--- src/rtl/uart_pkg.sv ---
// Shared types and default sizing for the UART transmit feeder and its FIFO.
package uart_pkg;

  localparam int DATA_W       = 8;
  localparam int DEF_DEPTH    = 16;
  localparam int DEF_BUSY_TMO = 8;

  typedef enum logic [1:0] {
    IDLE,
    LAUNCH,
    WAIT_BUSY,
    WAIT_DONE
  } state_e;

endpackage

--- src/rtl/fifo_sync.sv ---
// Single-clock FIFO with registered count/full/empty. The head entry is visible
// on dout without a read cycle, so a pop can load it in the same edge.
module fifo_sync #(
  parameter int DATA_W = uart_pkg::DATA_W,
  parameter int DEPTH  = uart_pkg::DEF_DEPTH,
  parameter int ADDR_W = $clog2(DEPTH)
) (
  input  logic              clk,
  input  logic              reset,
  input  logic              push,
  input  logic              pop,
  input  logic [DATA_W-1:0] din,
  output logic [DATA_W-1:0] dout,
  output logic              full,
  output logic              empty,
  output logic [ADDR_W:0]   count
);

  logic [DATA_W-1:0] mem_q [DEPTH];
  logic [ADDR_W-1:0] wr_ptr_q, wr_ptr_d;
  logic [ADDR_W-1:0] rd_ptr_q, rd_ptr_d;
  logic [ADDR_W:0]   count_q, count_d;
  logic              full_q, full_d;
  logic              empty_q, empty_d;
  logic              wr_en;
  logic              rd_en;

  // A push into a full FIFO still lands when the head leaves in the same cycle.
  assign rd_en = pop && !empty_q;
  assign wr_en = push && (!full_q || rd_en);

  always_comb begin
    wr_ptr_d = wr_ptr_q + ADDR_W'(wr_en);
    rd_ptr_d = rd_ptr_q + ADDR_W'(rd_en);
    count_d  = count_q + (ADDR_W+1)'(wr_en) - (ADDR_W+1)'(rd_en);
    full_d   = (count_d == (ADDR_W+1)'(DEPTH));
    empty_d  = (count_d == '0);
  end

  always_ff @(posedge clk) begin
    if (!reset) begin
      wr_ptr_q <= '0;
      rd_ptr_q <= '0;
      count_q  <= '0;
      full_q   <= 1'b0;
      empty_q  <= 1'b1;
    end else begin
      wr_ptr_q <= wr_ptr_d;
      rd_ptr_q <= rd_ptr_d;
      count_q  <= count_d;
      full_q   <= full_d;
      empty_q  <= empty_d;
    end
  end

  always_ff @(posedge clk) begin
    if (wr_en) mem_q[wr_ptr_q] <= din;
  end

  assign dout  = mem_q[rd_ptr_q];
  assign full  = full_q;
  assign empty = empty_q;
  assign count = count_q;

endmodule

--- src/rtl/uart_tx_feeder.sv ---
// Buffered UART transmit front end: queues bytes from system logic and launches
// them one at a time to the transceiver, pacing on tx_busy.
module uart_tx_feeder #(
  parameter int DATA_W   = uart_pkg::DATA_W,
  parameter int DEPTH    = uart_pkg::DEF_DEPTH,
  parameter int ADDR_W   = $clog2(DEPTH),
  parameter int BUSY_TMO = uart_pkg::DEF_BUSY_TMO
) (
  input  logic              clk,
  input  logic              reset,
  input  logic              push,
  input  logic [DATA_W-1:0] push_data,
  output logic              full,
  output logic              empty,
  output logic [ADDR_W:0]   count,
  output logic              overflow,
  output logic              tmo_err,
  output logic              tx_start,
  output logic [DATA_W-1:0] tx_data,
  input  logic              tx_busy
);
  import uart_pkg::*;

  localparam int TMO_W = $clog2(BUSY_TMO) + 1;

  state_e            state_q, state_d;
  logic [DATA_W-1:0] tx_data_q, tx_data_d;
  logic              tx_start_q, tx_start_d;
  logic              overflow_q, overflow_d;
  logic              tmo_err_q, tmo_err_d;
  logic [TMO_W-1:0]  tmo_cnt_q, tmo_cnt_d;
  logic [DATA_W-1:0] fifo_dout;
  logic              pop;

  fifo_sync #(
    .DATA_W (DATA_W),
    .DEPTH  (DEPTH),
    .ADDR_W (ADDR_W)
  ) u_fifo (
    .clk   (clk),
    .reset (reset),
    .push  (push),
    .pop   (pop),
    .din   (push_data),
    .dout  (fifo_dout),
    .full  (full),
    .empty (empty),
    .count (count)
  );

  // A new byte leaves only when nothing is outstanding and the line is free.
  assign pop = (state_q == IDLE) && !empty && !tx_busy;

  always_comb begin
    state_d    = state_q;
    tx_data_d  = tx_data_q;
    tx_start_d = 1'b0;
    tmo_err_d  = 1'b0;
    tmo_cnt_d  = tmo_cnt_q;
    overflow_d = push && full && !pop;
    case (state_q)
      IDLE: begin
        if (pop) begin
          tx_data_d  = fifo_dout;
          tx_start_d = 1'b1;
          state_d    = LAUNCH;
        end
      end
      LAUNCH: begin
        tmo_cnt_d = '0;
        state_d   = tx_busy ? WAIT_DONE : WAIT_BUSY;
      end
      WAIT_BUSY: begin
        if (tx_busy) begin
          state_d = WAIT_DONE;
        end else if (tmo_cnt_q == TMO_W'(BUSY_TMO - 1)) begin
          tmo_err_d = 1'b1;
          state_d   = IDLE;
        end else begin
          tmo_cnt_d = tmo_cnt_q + TMO_W'(1);
        end
      end
      WAIT_DONE: begin
        if (!tx_busy) state_d = IDLE;
      end
      default: state_d = IDLE;
    endcase
  end

  always_ff @(posedge clk) begin
    if (!reset) begin
      state_q    <= IDLE;
      tx_data_q  <= '0;
      tx_start_q <= 1'b0;
      overflow_q <= 1'b0;
      tmo_err_q  <= 1'b0;
      tmo_cnt_q  <= '0;
    end else begin
      state_q    <= state_d;
      tx_data_q  <= tx_data_d;
      tx_start_q <= tx_start_d;
      overflow_q <= overflow_d;
      tmo_err_q  <= tmo_err_d;
      tmo_cnt_q  <= tmo_cnt_d;
    end
  end

  assign tx_start = tx_start_q;
  assign tx_data  = tx_data_q;
  assign overflow = overflow_q;
  assign tmo_err  = tmo_err_q;

endmodule

--- config.mk ---
export PLATFORM = sky130hd
export DESIGN_NAME = uart_tx_feeder
export DESIGN_NICKNAME = d
export VERILOG_FILES = /design/src/rtl/uart_pkg.sv /design/src/rtl/fifo_sync.sv /design/src/rtl/uart_tx_feeder.sv
export SDC_FILE = /design/constraint.sdc
export NUM_CORES = 1
export LEC_CHECK = 0
export BUFFER_PORTS_ARGS = -buffer_cell sky130_fd_sc_hd__buf_2
export CAP_MARGIN = 20
export CORE_ASPECT_RATIO = 0.6
export CORE_MARGIN = 2
export CORE_UTILIZATION = 57
export DETAILED_ROUTE_END_ITERATION = 7
export PLACE_DENSITY = 0.8
export SLEW_MARGIN = 20
export SYNTH_ARGS = -nofsm -noshare
export SYNTH_HDL_FRONTEND = slang
export SYNTH_SLANG_ARGS = --single-unit
--- constraint.sdc ---
create_clock -name clk -period 3.4 [get_ports clk]
set_input_delay 0.17 -clock clk [delete_from_list [all_inputs] [get_ports clk]]
set_output_delay 0.17 -clock clk [all_outputs]
set_load 0.01 [all_outputs]
==> run metrics <==
TritonCTS clock tree=built; average detailed-routed wire length per instance=22.2 um; 1st-iter DRT viols=349; detailed-route wire length=12000 um; clock network latency to the later pin of the worst-skew pair=420 ps; Yosys top cell area share=0.615; Clock Pin Slew Worst Setup and Hold Paths=60 ps; final-report hold violation count=0; max capacitance violation total=0; core area=0.0106 sq mm; post-placement cell count=507; synthesized netlist net count=365; largest fanout of any net on the critical path=12; overall global routing resource usage=0.220; number of buffers inserted for hold repair after clock tree synthesis=0; leakage power total=0.00243 uW; RSZ-0062 raised after global routing=no; placer's final routability congestion estimate=0.818; final instance count without filler cells=539; total of warnings raised by yosys=0; die width=139 um; Diodes inserted=0; required time of the worst setup path=3720 ps; largest cells by area after synthesis=edfxtp_1 (62%), mux4_2 (12%), dfxtp_1 (10%); CTS resizes=0; deepest level of the CTS H-tree=4; internal cell power=3640 uW; Yosys cell types=37; global-route congestion overflow total=0; maximum vdd drop=0.434 mV; detailed-router iteration count before antenna repair=5; category of the most critical setup path=reg2reg; number of antenna-violating nets in the routed design=0; worst-case headroom to the max-slew limit=0.242; reg-to-reg critical path startpoint=state_q[1]; classification of the worst-slack hold path=in2reg; run status=finished, final reports clean; top cell type by total area after synthesis=edfxtp_1; share of total power in combinational logic=0.126; CTS sink count=160; Die Ht=85.1 um; Net Switching=1090 uW; count of buffers from port buffering=29; critical path launch point type=flip-flop; drt drc=0; sort of element at the end of the critical path=flip-flop; syn_area_per_cell=18.3 sq um; slew at the pin closest to its max-slew limit=1140 ps; floorplan row count=29; share of post-route cells with drive strength above 1=0.265; initial standard-cell utilization of the core=0.588; clock network fraction of total power=0.386; total of flip-flops plus latches after synthesis=160; Synth Instances=342; upper clock frequency limit=353 MHz; post-CTS repair timing setup buffer count=0; portion of the post-synthesis area used by sequential elements=0.718; area overhead of the layout relative to synthesis=15.0%; detailed-route via count=3253; number of nets in the final layout=410; fill count=681; crit path time final=2840 ps; Synth Cell Area=0.00625 sq mm; share of the clock period used by the worst path after layout=0.834; Ports=30; max-slew violation count=0; wire length of the first global-routing pass=18800 um; number of buffers created by CTS=17; Synth Flop Type=edfxtp_1; most instantiated cells after synthesis=edfxtp_1 (128), dfxtp_1 (32), mux4_2 (32); maximum root-to-sink buffer count=2; leading cell type by number of instances after synthesis=edfxtp_1; vias in the first global route=3275; Async SR Flop Fraction=0; root buffer cell=clkbuf_16; DIE AREA=0.0118 sq mm; pin count of the biggest net entering global routing=34; sequential fraction of design power=0.488; Final Skew=10.6 ps; endpoints failing setup=0; HPWL after detailed placement=7920 um; count of flip-flops with a built-in enable after synthesis=128; Switching Fraction=0.231; number of antenna violations at the first check in global routing=0; Crit path arrival time=3160 ps; via count normalized by instance count=6.04; power density relative to cell area=659 mW/mm^2; setup TNS=0 ps; crit path from=state_q[1]; beginning of the worst hold path=push
## power groups by stage
stage | combinational, uW | clock (uW) | sequential, uW
after CTS | 594 | 1850 | 2310
final | 598 | 1820 | 2310
after floorplan | 383 | 0 | 2350
after detailed placement | 591 | 0 | 2350
after global routing | 661 | 1940 | 2320
after global placement | 570 | 0 | 2340
## final timing paths
| kind | end | slack [ps] | depth (start not counted) |
|---|---|---|---|
| setup reg to reg | u_fifo.full | 560 | 10 |
| setup / recovery | u_fifo.full | 560 | 10 |
| hold reg to reg | tx_data[5] | 510 | 2 |
| hold / removal | overflow | 50 | 2 |
## worst max-delay path, stage by stage, from the launching register on
cell and delay (ps):
dfxtp_1 330, or4_4 650, inv_2 130, ha_1 130
inv_1 40, ha_1 220, fa_1 400, a21o_1 190
a21oi_1 180, xnor2_1 170, nor4bb_1 290
## layout make-up
class,instances,area (sq um),area share
Inverter,7,26.3,0.00366
Multi-Input combinational cell,159,1670,0.232
Tap cell,139,174,0.0242
Sequential cell,160,4490,0.624
Timing Repair Buffer,42,255,0.0355
Clock inverter,6,85.1,0.0118
Clock buffer,26,489,0.0681
## metrics by stage
step	instance area (sq um)	hold WS, ps	util	worst slack [ps]	total power [uW]
after floorplan	6250	269	-	858	2730
after global placement	6610	462	0.622	686	2910
after detailed placement	6610	459	0.622	592	2940
after CTS	7180	29.2	0.676	569	4750
after global routing	7180	32.9	0.676	326	4920
final	7180	46.3	0.676	564	4730
## cells by family after synthesis
logic type / Yosys count / synth area share
simple gates: 70 / 0.0629
compound gates: 19 / 0.0244
buf+inv: 23 / 0.0148
xor+xnor: 10 / 0.0140
flops: 160 / 0.718
mux: 49 / 0.143
fa+ha+maj: 11 / 0.0232
## layout by cell type, fill, tap and decap left out, drive strengths merged, types with 3 or more instances in the layout
| cell type | n |
|---|---|
| dfxtp | 32 |
| ha | 10 |
| nor2 | 15 |
| inv | 7 |
| xnor2 | 5 |
| edfxtp | 128 |
| a21boi | 3 |
| buf | 42 |
| clkbuf | 26 |
| nand3b | 4 |
| nor3 | 4 |
| and2 | 15 |
| o221ai | 8 |
| nand3 | 14 |
| mux2i | 17 |
| mux4 | 32 |
| xor2 | 5 |
| nand2b | 3 |
| nand2 | 5 |
## state kept, by name (all words and copies together) (netlist names), 2 cells and up
register,cells
state_q,2
tmo_cnt_q,4
tx_data,8
u_fifo.count,5
u_fifo.mem_q,128
u_fifo.rd_ptr_q,4
u_fifo.wr_ptr_q,4
## metal layers
metal / GRT usage / share of wire / wire length (um)
met1: 0.335 / 0.47 / 5650
met2: 0.311 / 0.45 / 5390
met3: 0.0564 / 0.065 / 782
met4: 0.0863 / 0.014 / 162
met5: 0 / 0 / 0
Power figures use the tool's default switching activity.
